File: src/rtl/ch_sar_search.sv
// rtl/ch_sar_search.sv - successive-approximation DAC threshold search for one comparator channel
// Optional strobe timeout with sticky err_o port: define SAR_STB_TIMEOUT_EN.
module ch_sar_search #(
  parameter int CODE_WIDTH    = 16,
  parameter int SETTLE_CYCLES = 8,
  parameter int VOTES         = 3
) (
  input  logic                  clk_i,
  input  logic                  arstn_i,
  input  logic                  run_i,
  input  logic                  start_i,
  output logic                  busy_o,
  output logic                  done_o,
  output logic [CODE_WIDTH-1:0] result_o,
  output logic [CODE_WIDTH-1:0] dac_code_o,
  output logic                  dac_wre_o,
  input  logic                  dac_rdy_i,
  output logic                  stb_req_o,
`ifdef SAR_STB_TIMEOUT_EN
  output logic                  err_o,
`endif
  input  logic                  stb_valid_i,
  input  logic                  cmp_i
);
  localparam int BW = $clog2(CODE_WIDTH);
  localparam int SW = $clog2(SETTLE_CYCLES + 1);
  localparam logic [CODE_WIDTH-1:0] ONE     = CODE_WIDTH'(1);
  localparam logic [3:0]            VOTES_N = 4'(VOTES);
  localparam logic [3:0]            MAJ     = 4'(VOTES / 2);

  typedef enum logic [2:0] {
    S_IDLE, S_SET_DAC, S_WAIT_DAC, S_SETTLE, S_STROBE, S_DECIDE, S_DONE
  } state_t;

  state_t                state;
  logic [CODE_WIDTH-1:0] acc;
  logic [CODE_WIDTH-1:0] acc_next;
  logic [BW-1:0]         bit_idx;
  logic [SW-1:0]         settle_cnt;
  logic [3:0]            ones;
  logic [3:0]            n;
  logic                  wait_first;
  logic                  to_hit;
  logic                  abort;

`ifdef SAR_STB_TIMEOUT_EN
  logic [31:0]           to_cnt;
  assign to_hit = (state == S_STROBE) && !stb_valid_i && (to_cnt == 32'hFFFF_FFFF);
`else
  assign to_hit = 1'b0;
`endif

  // Abort wins over every state action, so a strobe coinciding with run_i falling is dropped.
  assign abort    = (state != S_IDLE) && (!run_i || to_hit);
  assign acc_next = (ones > MAJ) ? (acc | (ONE << bit_idx)) : acc;

  always_ff @(posedge clk_i or negedge arstn_i) begin
    if (!arstn_i) begin
      state      <= S_IDLE;
      acc        <= '0;
      bit_idx    <= '0;
      settle_cnt <= '0;
      ones       <= '0;
      n          <= '0;
      wait_first <= 1'b0;
      busy_o     <= 1'b0;
      done_o     <= 1'b0;
      result_o   <= '0;
      dac_code_o <= '0;
      dac_wre_o  <= 1'b0;
      stb_req_o  <= 1'b0;
`ifdef SAR_STB_TIMEOUT_EN
      to_cnt     <= '0;
      err_o      <= 1'b0;
`endif
    end else begin
      dac_wre_o <= 1'b0;
      done_o    <= 1'b0;
`ifdef SAR_STB_TIMEOUT_EN
      if (to_hit) err_o <= 1'b1;
`endif
      if (abort) begin
        state     <= S_IDLE;
        busy_o    <= 1'b0;
        stb_req_o <= 1'b0;
      end else begin
        case (state)
          S_IDLE: begin
            if (start_i && run_i) begin
              acc     <= '0;
              bit_idx <= BW'(CODE_WIDTH - 1);
              busy_o  <= 1'b1;
              state   <= S_SET_DAC;
`ifdef SAR_STB_TIMEOUT_EN
              err_o   <= 1'b0;
`endif
            end
          end
          S_SET_DAC: begin
            if (dac_rdy_i) begin
              dac_code_o <= acc | (ONE << bit_idx);
              dac_wre_o  <= 1'b1;
              wait_first <= 1'b1;
              state      <= S_WAIT_DAC;
            end
          end
          // The SPI master may still show rdy in the cycle right after wre.
          S_WAIT_DAC: begin
            if (wait_first) begin
              wait_first <= 1'b0;
            end else if (dac_rdy_i) begin
              settle_cnt <= SW'(SETTLE_CYCLES);
              state      <= S_SETTLE;
            end
          end
          S_SETTLE: begin
            if (settle_cnt == '0) begin
              ones      <= '0;
              n         <= '0;
              stb_req_o <= 1'b1;
              state     <= S_STROBE;
`ifdef SAR_STB_TIMEOUT_EN
              to_cnt    <= '0;
`endif
            end else begin
              settle_cnt <= settle_cnt - 1'b1;
            end
          end
          S_STROBE: begin
            if (n == VOTES_N) begin
              stb_req_o <= 1'b0;
              state     <= S_DECIDE;
            end else if (stb_valid_i) begin
              n    <= n + 4'd1;
              ones <= ones + {3'b000, cmp_i};
            end
`ifdef SAR_STB_TIMEOUT_EN
            if (stb_valid_i) to_cnt <= '0;
            else             to_cnt <= to_cnt + 32'd1;
`endif
          end
          // Result is published here so done_o shows while busy_o is still high.
          S_DECIDE: begin
            acc <= acc_next;
            if (bit_idx == '0) begin
              result_o <= acc_next;
              done_o   <= 1'b1;
              state    <= S_DONE;
            end else begin
              bit_idx <= bit_idx - 1'b1;
              state   <= S_SET_DAC;
            end
          end
          S_DONE: begin
            busy_o <= 1'b0;
            state  <= S_IDLE;
          end
          default: state <= S_IDLE;
        endcase
      end
    end
  end
endmodule

File: config.mk
export PLATFORM = sky130hd
export DESIGN_NAME = ch_sar_search
export DESIGN_NICKNAME = d
export VERILOG_FILES = /design/src/rtl/ch_sar_search.sv
export SDC_FILE = /design/constraint.sdc
export NUM_CORES = 1
export LEC_CHECK = 0
export BUFFER_PORTS_ARGS = -buffer_cell sky130_fd_sc_hd__clkbuf_2
export CORE_MARGIN = 5
export CORE_UTILIZATION = 50
export CTS_CLUSTER_DIAMETER = 200
export DETAILED_ROUTE_END_ITERATION = 16
export GPL_ROUTABILITY_DRIVEN = 0
export GPL_TIMING_DRIVEN = 0
export PLACE_DENSITY = 0.7
export SKIP_CTS_REPAIR_TIMING = 1
export SKIP_LAST_GASP = 1
export SLEW_MARGIN = 0
export SYNTH_ARGS = -nofsm -noshare
export SYNTH_HDL_FRONTEND = slang
export SYNTH_SLANG_ARGS = --single-unit
export TNS_END_PERCENT = 30
File: constraint.sdc
create_clock -name clk_i -period 1.62 [get_ports clk_i]
set_input_delay 0.081 -clock clk_i [delete_from_list [all_inputs] [get_ports clk_i]]
set_output_delay 0.081 -clock clk_i [all_outputs]
set_load 0.01 [all_outputs]
---- Yosys cells after proc, flatten, opt, wreduce, memory -nomap -nowiden ----
Index checks and enable logic that the tools add are counted.
word-level totals
  output and inout port bits .............. 36
  register bits after elaboration ......... 72
  logic and storage cells ................. 107
  input port bits ......................... 7
cells by class
  reductions and logical operators ........ 23
  shift operators ......................... 1
  add/sub/neg operators ................... 4
  bitwise operators ....................... 2
  magnitude comparators ................... 1
  eq/ne operators ......................... 22
  mux-type cells .......................... 41
operators by type and width
  kind                    count
  $mux W4                 10
  $mux W16                2
  $pmux W16 S2            1
  $pmux W4 S2             4
  $mux W3                 8
  $ne A2 B2 Y1 const B    9
  $ne A3 B3 Y1 const B    6
  $pmux W3 S6             1
  $or A16 B16 Y16         1
  $shl A1 B4 Y16 const A  1
  $reduce_and A3 Y1       5
  $mux W1                 12
  $reduce_and A5 Y1       2
  $eq A3 B3 Y1 const B    3
  $reduce_bool A3 Y1      3
  $logic_not A4 Y1        2
  $reduce_bool A2 Y1      4
  $sub A4 B1 Y4 const B   2
  $eq A3 B2 Y1 const B    2
  $pmux W1 S2             3
  $reduce_and A6 Y1       1
  $add A4 B1 Y4           1
  $add A4 B1 Y4 const B   1
  $eq A4 B2 Y1 const B    1
  8 further kinds         9

---- Depth between registers and ports, before layout ----
Gate-level depths: netlist of the first run.
  word-level depth ........................ 4
  depth in mapped cells ................... 7
  gate-level depth less buffers ........... 7

---- Worst setup path before layout of the first run ----
Ideal clock, no wire load.
  path type ............................... reg2reg
  from .................................... reg bit_idx[0]
  to ...................................... reg bit_idx[2]
  library setup time ...................... 0.076 ns
  setup slack ............................. -0.179 ns
  path buffers ............................ 1
  period minus slack after synthesis ...... 1.799 ns
  required time ........................... 1.544 ns
  stages on the path, launching flop included .. 8
  arrival ................................. 1.722 ns
  path through ............................ dfrtp_1 > inv_1 > ha_1 > buf_4 > or3b_1 > a32o_1 > and3_1 > o21ai_1
on the way
  word-level cells in the longest chain between the ends .. 3
  elaborated cells between the ends (all ways) .. 6
  classes of those cells .................. 1 x add/sub; 1 x eq/ne; 2 x mux; 2 x reduce/logical
RTL lines
  what                                                      RTL line  RTL
  from (decl)                                               38        logic [BW-1:0] bit_idx;
  from (signal assigned)                                    91        bit_idx <= BW'(CODE_WIDTH - 1);
  from (signal assigned)                                    150       bit_idx <= bit_idx - 1'b1;
  $sub A4 B1 Y4 / $logic_not A4 Y1 (equally long branches)  150, 145
  $mux W4 / $ne A2 B2 Y1 (equally long branches)            n/a
  $pmux W4 S2 / $reduce_and A4 Y1 (equally long branches)   n/a
Parallel ways exist; a longest one is shown, timed or not. The select of a mux whose other input is x is not followed.
A chain may end at the register's enable or synchronous reset.

---- Final worst setup path of the first run ----
  from .................................... reg n[1]
  to ...................................... reg state[1]
on the way
  word-level cells in the longest chain between the ends .. 3
RTL lines
  what                                RTL line  RTL
  from (decl)                         41        logic [3:0] n;
  from (signal assigned)              134       n <= n + 4'd1;
  $eq A4 B2 Y1                        130       if (n == VOTES_N) begin
  $ne A3 B3 Y1 (no source line)       n/a
  $reduce_and A6 Y1 (no source line)  n/a
  to (signal assigned)                132       state <= S_DECIDE;
  to (signal assigned)                148       state <= S_DONE;
  to (signal assigned)                151       state <= S_SET_DAC;
  to (decl)                           35        state_t state;
No other way between the ends.

==> results of run 1 <==
[Yosys cell counts, types with 2 or more instances]
cell / count
a21oi_1: 36
a22o_1: 14
a22oi_1: 2
a31oi_1: 18
a32o_1: 4
and2_1: 3
and3_1: 5
buf_2: 11
buf_6: 2
clkbuf_1: 11
dfrtp_1: 72
ha_1: 9
inv_1: 11
nand2_1: 30
nand3_1: 7
nor2_1: 24
nor2b_1: 2
nor3_1: 5
nor3b_1: 3
o21a_1: 2
o21ai_0: 28
o21ai_1: 2
o22ai_1: 2
o31ai_1: 8
o41ai_1: 2
or3b_4: 2
[worst max-delay path, cell delays in order (launching register included)]
cell and delay (ns):
dfrtp_1 0.38, ha_2 0.19, or3b_4 0.41, a22oi_4 0.25, o21ai_4 0.09, a2111o_1 0.37
[metrics by stage]
step | setup TNS (ns) | hold slack (ns) | std cells | area [sq um] | total power [mW]
final | -3.78 | 0.109 | 501 | 4240 | 5.79
after global routing | -8.69 | 0.173 | 501 | 4240 | 6.17
after CTS | -12.17 | -0.289 | 483 | 3990 | 5.56
after detailed placement | -10.56 | 0.0916 | 467 | 3810 | 4.23
after global placement | -19.90 | 0.442 | 466 | 3780 | 4.16
after floorplan | -0.420 | -0.215 | 344 | 3470 | 3.63
[per-layer routing]
layer  routed length [um]  part of all wire  vias up
met5                    0                 0        -
met4                  182             0.022        0
met3                  358             0.042       16
met2                 4000              0.47       71
met1                 3890              0.46     1408
li1                     -                 -     1407
[power breakdown]
group	switching, mW	total (mW)	internal [mW]
Combinational	1.15	2.02	0.871
Clock	0.766	1.35	0.585
Sequential	0.260	2.42	2.16
Total	2.18	5.79	3.61
[registers in the layout (all words and copies together), names as in the netlist]
name,cells
acc,16
dac_code_o,16
result_o,16
bit_idx,4
n,4
ones,4
settle_cnt,4
state,3
busy_o,1
dac_wre_o,1
done_o,1
stb_req_o,1
wait_first,1
[cell type report]
type | count | area share
sequential | 72 | 0.426
multi-input combinational | 236 | 0.372
inverter | 11 | 0.0109
clock buffer | 9 | 0.0292
buffer | 24 | 0.0348
tap | 80 | 0.0236
clock inverter | 7 | 0.0145
timing repair buffer | 62 | 0.0892
[worst paths after layout]
kind,start,end,slack [ns],cells after the start
setup / recovery,n[1],state[1],-0.20,5
hold / removal,dac_rdy_i,wait_first,0.11,3
setup reg to reg,n[1],state[1],-0.20,5
hold reg to reg,result_o[8],result_o[8],0.48,2
max in group asynchronous,arstn_i,bit_idx[1],0.80,3
min in group asynchronous,arstn_i,ones[3],0.24,2
[logic make-up (layout without fill, tap and decap cells)]
kind of cell | Yosys count | count (layout) | synth area share
simple gates | 95 | 95 | 0.145
compound gates | 129 | 129 | 0.244
buf+inv | 36 | 113 | 0.0485
fa+ha+maj | 10 | 10 | 0.0355
flops | 72 | 72 | 0.522
xor+xnor | 1 | 1 | 0.00254
mux | 1 | 1 | 0.00290
==> metrics.yaml, run 1 <==
coreArea_sq_um: 6760
cts_sinks: 72
cts_made_buffers: 9
ys.flop_type: "dfrtp_1"
hold_viol: 0
fin_ws_ns: -0.199
slew_violations: 0
final_core_util: 0.627
grt_max_degree: 40
relSlewSlack: 0.577
ant_nets: 0
clock_skew_ns: 0.0165
vdd_ir_drop_max_v: 0.000677
multi_input_area_sq_um: 1580
totalWireLength_um: 8430
period_share: 1.12
root_buffer: "clkbuf_8"
drv_cap: 0
rows: 30
die-area_sq_um: 8670
start_util: 0.511
finalSetupViolCount: 43
ys_warn_count: 0
synth_edf_count: 0
grt.busiest_layer: "met2"
cts_max_path_buffers: 2
criticalPathCategory: "register to register"
syn_area_sq_um: 3450
drive_gt1_frac: 0.318
critPathMaxFanout: 3
yosys_register_bits: 72
grt_util_met3: 0.0402
max_freq_ghz: 0.550
nets: 432
drt_iter0_drc: 159
io_buffers: 42
syn_nets: 360
final_cell_mix: "dfrtp_1 (70), clkbuf_2 (45), a21oi_1 (35), nand2_1 (29), o21ai_0 (26)"
hp-class: "input port to register"
violations: "setup timing"
cts_tree: "done"
synth_top_area_frac: 0.522
clock_latency_ns: 0.36
use_met1: 0.275
n_antenna_cell: 0
start_kind: "register"
wire_per_inst_um: 16.8
rsz0062_at_grt: "true"
viasPerCell: 5.79
seq_area_sq_um: 1800
top_level_ports: 43
post-place-ws_ns: -0.362
die_w_um: 93.1
arrival_ns: 2.05
drtPass1Iterations: 4
ys_seq_area_frac: 0.522
dr_total_vias: 2902
powerDensity_nw_per_um2: 1370
synthTopCellsByArea: "dfrtp_1 (52%), a21oi_1 (5.2%), o21ai_0 (4.1%), a22o_1 (3.5%), a31oi_1 (3.3%)"
nFillCells: 561
htree_num_levels: 3
drc_errors: 0
synth_area_leader_cell: "dfrtp_1"
min_period_ns: 1.82
grt_use_total: 0.198
cp.required_ns: 1.85
async_reset_ff_frac: 1.00
grt_overflow: 0
syn_area_per_cell_sq_um: 10.0
clk_pin_slew_ns: 0.09
antenna_found_initial: 0
end_kind: "register"
worst_pin_slew_ns: 0.619
leakage_nw: 1.97
synthToLayoutAreaGrowth_pct: 22.6
dpl.hpwl_um: 5750
synth_cell_types: 55
grt.met2_usage: 0.299
final_common_cell: "dfrtp_1"
grt_pass1_vias: 2717
postSynthCellCount: 344
grt_pass1_wl_um: 13400
run_status: "finished with violations"
die_y_um: 93.1
Power figures use the tool's default switching activity.
==> run 2, diff against run 1 <==
- PLACE_DENSITY: 0.7 -> 0.79
==> run 2 against run 1 <==
Net effect: the flow still finishes with violations (setup timing); die area is the same; clock-buffer cell count stayed put; global-route usage down 0.91 points; critical path depth up 1; critical endpoint unchanged; largest cell class unchanged.
==> metrics.yaml, run 2 (synthesis gave the netlist of run 1 again) <==
worst_pin_slew_ns: 0.566
drive_gt1_frac: 0.313
slew_violations: 0
nFillCells: 567
cts_made_buffers: 9
top_level_ports: 43
leakage_nw: 1.96
hp-class: "input port to register"
clk_pin_slew_ns: 0.08
finalSetupViolCount: 39
clock_latency_ns: 0.35
clock_skew_ns: 0.0134
io_buffers: 42
instances_no_fill: 496
drc_errors: 0
fin_ws_ns: -0.233
final_cell_mix: "dfrtp_1 (71), clkbuf_2 (47), a21oi_1 (35), nand2_1 (29), o21ai_0 (24)"
nets: 427
run_status: "finished with violations"
htree_num_levels: 3
start_util: 0.511
vdd_ir_drop_max_v: 0.000678
totalWireLength_um: 7990
cts_max_path_buffers: 2
end_kind: "register"
ant_nets: 0
final_common_cell: "dfrtp_1"
root_buffer: "clkbuf_8"
die-area_sq_um: 8670
synthToLayoutAreaGrowth_pct: 22.3
arrival_ns: 2.08
cts_sinks: 72
wire_per_inst_um: 16.1
drtPass1Iterations: 4
grt_overflow: 0
grt_max_degree: 44
violations: "setup timing"
criticalPathCategory: "register to register"
dp_cells: 467
grt_pass1_vias: 2680
viasPerCell: 5.68
drv_cap: 0
grt_pass1_wl_um: 13000
multi_input_area_sq_um: 1600
critPathMaxFanout: 4
period_share: 1.14
rsz0062_at_grt: "true"
hold_viol: 0
min_period_ns: 1.85
seq_area_sq_um: 1800
final_core_util: 0.626
dpl.hpwl_um: 5510
cts_tree: "done"
die_y_um: 93.1
start_kind: "register"
coreArea_sq_um: 6760
n_antenna_cell: 0
cp.required_ns: 1.84
powerDensity_nw_per_um2: 1390
max_freq_ghz: 0.540
relSlewSlack: 0.613
largestRegisters: "acc x16, dac_code_o x16, result_o x16"
antenna_found_initial: 0
dr_total_vias: 2819
grt_use_total: 0.189
rows: 30
drt_iter0_drc: 164
die_w_um: 93.1
==> run 2: where the power goes <==
part | switching (mW) | internal (mW)
registers | 0.286 | 2.16
logic | 1.14 | 0.840
clock network | 0.731 | 0.729
==> run 2: worst max-delay path, stage by stage, from the launching register on <==
cell      delay, ns
dfrtp_1        0.42
inv_2          0.09
ha_4           0.14
or3b_4         0.42
a22oi_4        0.18
o21ai_2        0.10
a2111o_1       0.37
==> run 2: area by class of cell <==
class	instances	area share
plain buffers	24	0.0337
repair buffers	57	0.0805
clock buffers	9	0.0293
clock inverters	7	0.0189
inverters	11	0.00977
multi-input cells	236	0.377
well taps	80	0.0237
flip-flops and latches	72	0.427
==> run 2: metrics by stage <==
stage	setup slack, ns	TNS, ns	cell area [sq um]	total power, mW	hold WS (ns)
after CTS	-0.389	-11.19	4010	5.70	-0.307
after floorplan	-0.159	-0.420	3470	3.63	-0.215
final	-0.233	-3.50	4230	5.88	0.144
after global routing	-0.292	-7.34	4230	6.23	0.173
after detailed placement	-0.366	-9.76	3810	4.23	0.0730
after global placement	-0.315	-13.29	3780	4.14	0.455
==> run 2: worst paths after layout <==
kind	from	end	slack, ns	cells after the start
worst max-delay path	settle_cnt[0]	state[1]	-0.23	6
worst min-delay path	dac_rdy_i	settle_cnt[2]	0.14	3
worst max register to register	settle_cnt[0]	state[1]	-0.23	6
worst min register to register	result_o[0]	result_o[0]	0.47	2
max in group asynchronous	arstn_i	acc[15]	0.83	3
min in group asynchronous	arstn_i	settle_cnt[0]	0.23	2
==> run 2: routing by layer <==
layer	GRT usage	vias up	wire length (um)	share of wire
li1	-	1396	-	-
met1	0.275	1349	3850	0.48
met2	0.282	64	3690	0.46
met3	0.0394	10	366	0.046
met4	0.0586	0	86	0.011
met5	0	-	0	0
==> run 3, diff against run 2 <==
- ABC_AREA: default -> 1
- SETUP_SLACK_MARGIN: default -> 0.5
==> run 3 against run 2 <==
Net effect: the flow now finishes without violations; sequential share of layout area decreased by 2.9 points; via count up 8.3%; clock-buffer cell count up 1; clock power is 3% lower; register-to-register slack better by 0.33 ns; utilization rose by 3.9 points; first-iteration DRC count rose by 2.4%; largest power group is now combinational cells.
==> metrics.yaml, run 3 <==
nFillCells: 579
die_w_um: 93.8
run_status: "complete, no violations"
synth_area_leader_cell: "dfrtp_1"
antenna_found_initial: 0
clk_pin_slew_ns: 0.08
cp.required_ns: 1.84
design_area_sq_um: 4540
syn_area_per_cell_sq_um: 8.67
final_common_cell: "nand2_1"
dpl.hpwl_um: 5520
clockPowerShare: 0.209
synthTopCellsByArea: "dfrtp_1 (51%), nand2_1 (15%), o21ai_0 (4.8%), ha_1 (3.2%), o21bai_1 (3.0%)"
arrival_ns: 1.75
crit_end: "acc[12]"
start_util: 0.514
grt_use_total: 0.191
grt_overflow: 0
max_freq_ghz: 0.656
cts_tree: "done"
relSlewSlack: 0.727
cts_max_path_buffers: 2
cp_top_family: "simple AND/OR/NAND/NOR gates"
grt_pass1_wl_um: 13400
grt_pass1_vias: 2821
crit_chain: "buf_6 > nor2_4 > nand4_2 > buf_2 > nand2_1 > a21oi_1"
drive_gt1_frac: 0.322
place_area_sq_um: 3950
worst_pin_slew_ns: 0.408
syn_nets: 421
postSynthCellCount: 405
synth_cell_types: 32
criticalPathCategory: "register to register"
htree_num_levels: 3
clock_skew_ns: 0.00988
cts_made_buffers: 9
synth_common_cells: "nand2_1 (139), dfrtp_1 (72), o21ai_0 (34)"
final_cell_mix: "nand2_1 (131), dfrtp_1 (70), clkbuf_2 (41), buf_4 (23), o21ai_1 (23)"
instances_no_fill: 587
start_kind: "register"
nets: 502
yosys_register_bits: 72
crit_buf_inv: 2
vdd_ir_drop_max_v: 0.000945
hold_viol: 0
critPathMaxFanout: 10
n_antenna_cell: 0
cts_sinks: 72
reg2reg_slack_ns: 0.1
syn_area_sq_um: 3510
drtPass1Iterations: 4
die-area_sq_um: 8800
dp_cells: 544
swShare: 0.403
grt_max_degree: 56
drt_iter0_drc: 168
internal-power_mw: 4.04
viasPerCell: 5.20
final_core_util: 0.665
top_level_ports: 43
totalWireLength_um: 8480
min_period_ns: 1.52
clock_latency_ns: 0.35
leakage_nw: 2.28
slew_violations: 0
ys_seq_area_frac: 0.513
rows: 30
path_depth: 6
wire_per_inst_um: 14.5
dr_total_vias: 3053
io_buffers: 42
end_kind: "register"
seq_area_sq_um: 1800
async_reset_ff_frac: 1.00
synth_edf_count: 0
cp_slowest_stage_delay_ns: 0.37
powerDensity_nw_per_um2: 1490
hp-class: "input port to register"
ys_warn_count: 0
finalSetupViolCount: 0
multi_input_area_sq_um: 1670
synth_most_common_cell: "nand2_1"
setup.worst_path.start: "state[0]"
comb_power_share: 0.437
drc_errors: 0
reg2regPathDepth: 6
holdWs_ns: 0.135
ant_nets: 0
rsz0062_at_grt: "true"
die_y_um: 93.8
coreArea_sq_um: 6830
p_seq_frac: 0.354
synth_top_area_frac: 0.513
root_buffer: "clkbuf_8"
period_share: 0.941
p_sw_mw: 2.72
ys.flop_type: "dfrtp_1"
power_mw: 6.76
drv_cap: 0
critical_path.slowest_cell: "dfrtp_1"
timing.rr.start: "state[0]"
worstReg2RegEnd: "acc[12]"
largestRegisters: "acc x16, dac_code_o x16, result_o x16"
synthToLayoutAreaGrowth_pct: 29.3
## run 3: cell types whose count changed in the layout (fill, tap and decap cells not counted), sizes merged, moves of 5 or more
| cell | change |
|---|---|
| nand2 | +118 |
| a31oi | -18 |
| a21oi | -17 |
| inv | +16 |
| o21ai | +16 |
| a22o | -14 |
| nand3 | +14 |
| o21bai | +14 |
| nor2 | -7 |
| o31ai | -7 |
| and3 | -6 |
| buf | +5 |
| nor3b | -5 |
## run 3: layout make-up
class / instances / share of cell area
clock inverters: 6 / 0.0149
repair buffers: 70 / 0.113
clock buffers: 10 / 0.0281
flip-flops and latches: 72 / 0.397
multi-input cells: 294 / 0.367
inverters: 28 / 0.0270
plain buffers: 11 / 0.0262
well taps: 96 / 0.0264
## run 3: worst min path at each step
stage | start | end | slack, ns | depth (start not counted)
floorplan | arstn_i | acc[0] | -0.21 | 0
global placement | dac_code_o[9] | dac_code_o[9] | 0.46 | 2
detailed placement | arstn_i | dac_code_o[6] | 0.001 | 1
CTS | arstn_i | dac_code_o[13] | -0.38 | 1
global route | cmp_i | ones[0] | 0.14 | 4
finish | cmp_i | ones[0] | 0.14 | 4
## run 3: layer usage
layer | up-vias | global-route usage | share of wire
met5 | - | 0 | 0
met4 | 0 | 0.0758 | 0.015
met3 | 13 | 0.0425 | 0.045
met2 | 73 | 0.302 | 0.50
met1 | 1478 | 0.256 | 0.44
li1 | 1489 | - | -
## run 3: stage by stage
step	setup TNS, ns	setup slack, ns
floorplan	0	0.242
global placement	-7.50	-0.243
detailed placement	0	0.0641
CTS	0	0.0421
global route	-0.00218	-0.00218
finish	0	0.0962
## run 3: power groups by stage
| stage | Combinational, mW | Sequential [mW] | Clock [mW] |
|---|---|---|---|
| floorplan | 1.63 | 2.48 | 0 |
| global placement | 2.29 | 2.42 | 0 |
| detailed placement | 2.36 | 2.43 | 0 |
| CTS | 2.38 | 2.39 | 1.43 |
| global route | 3.28 | 2.44 | 1.52 |
| finish | 2.95 | 2.39 | 1.41 |
## run 3: kinds of logic after synthesis
| family | after synthesis | share of synthesized area |
|---|---|---|
| adder cells (fa/ha/maj) | 9 | 0.0321 |
| AND/OR/NAND/NOR | 194 | 0.242 |
| buffers and inverters | 39 | 0.0563 |
| XOR/XNOR | 7 | 0.0175 |
| flip-flops | 72 | 0.513 |
| AO/OA/AOI/OAI | 84 | 0.139 |
## run 3: tightest hold or removal path, delay by kind of cell
kind                     cells  cell delay (ns)
adder cells (fa/ha/maj)      1             0.12
AO/OA/AOI/OAI                1             0.12
buffers and inverters        1             0.08
AND/OR/NAND/NOR              1             0.06
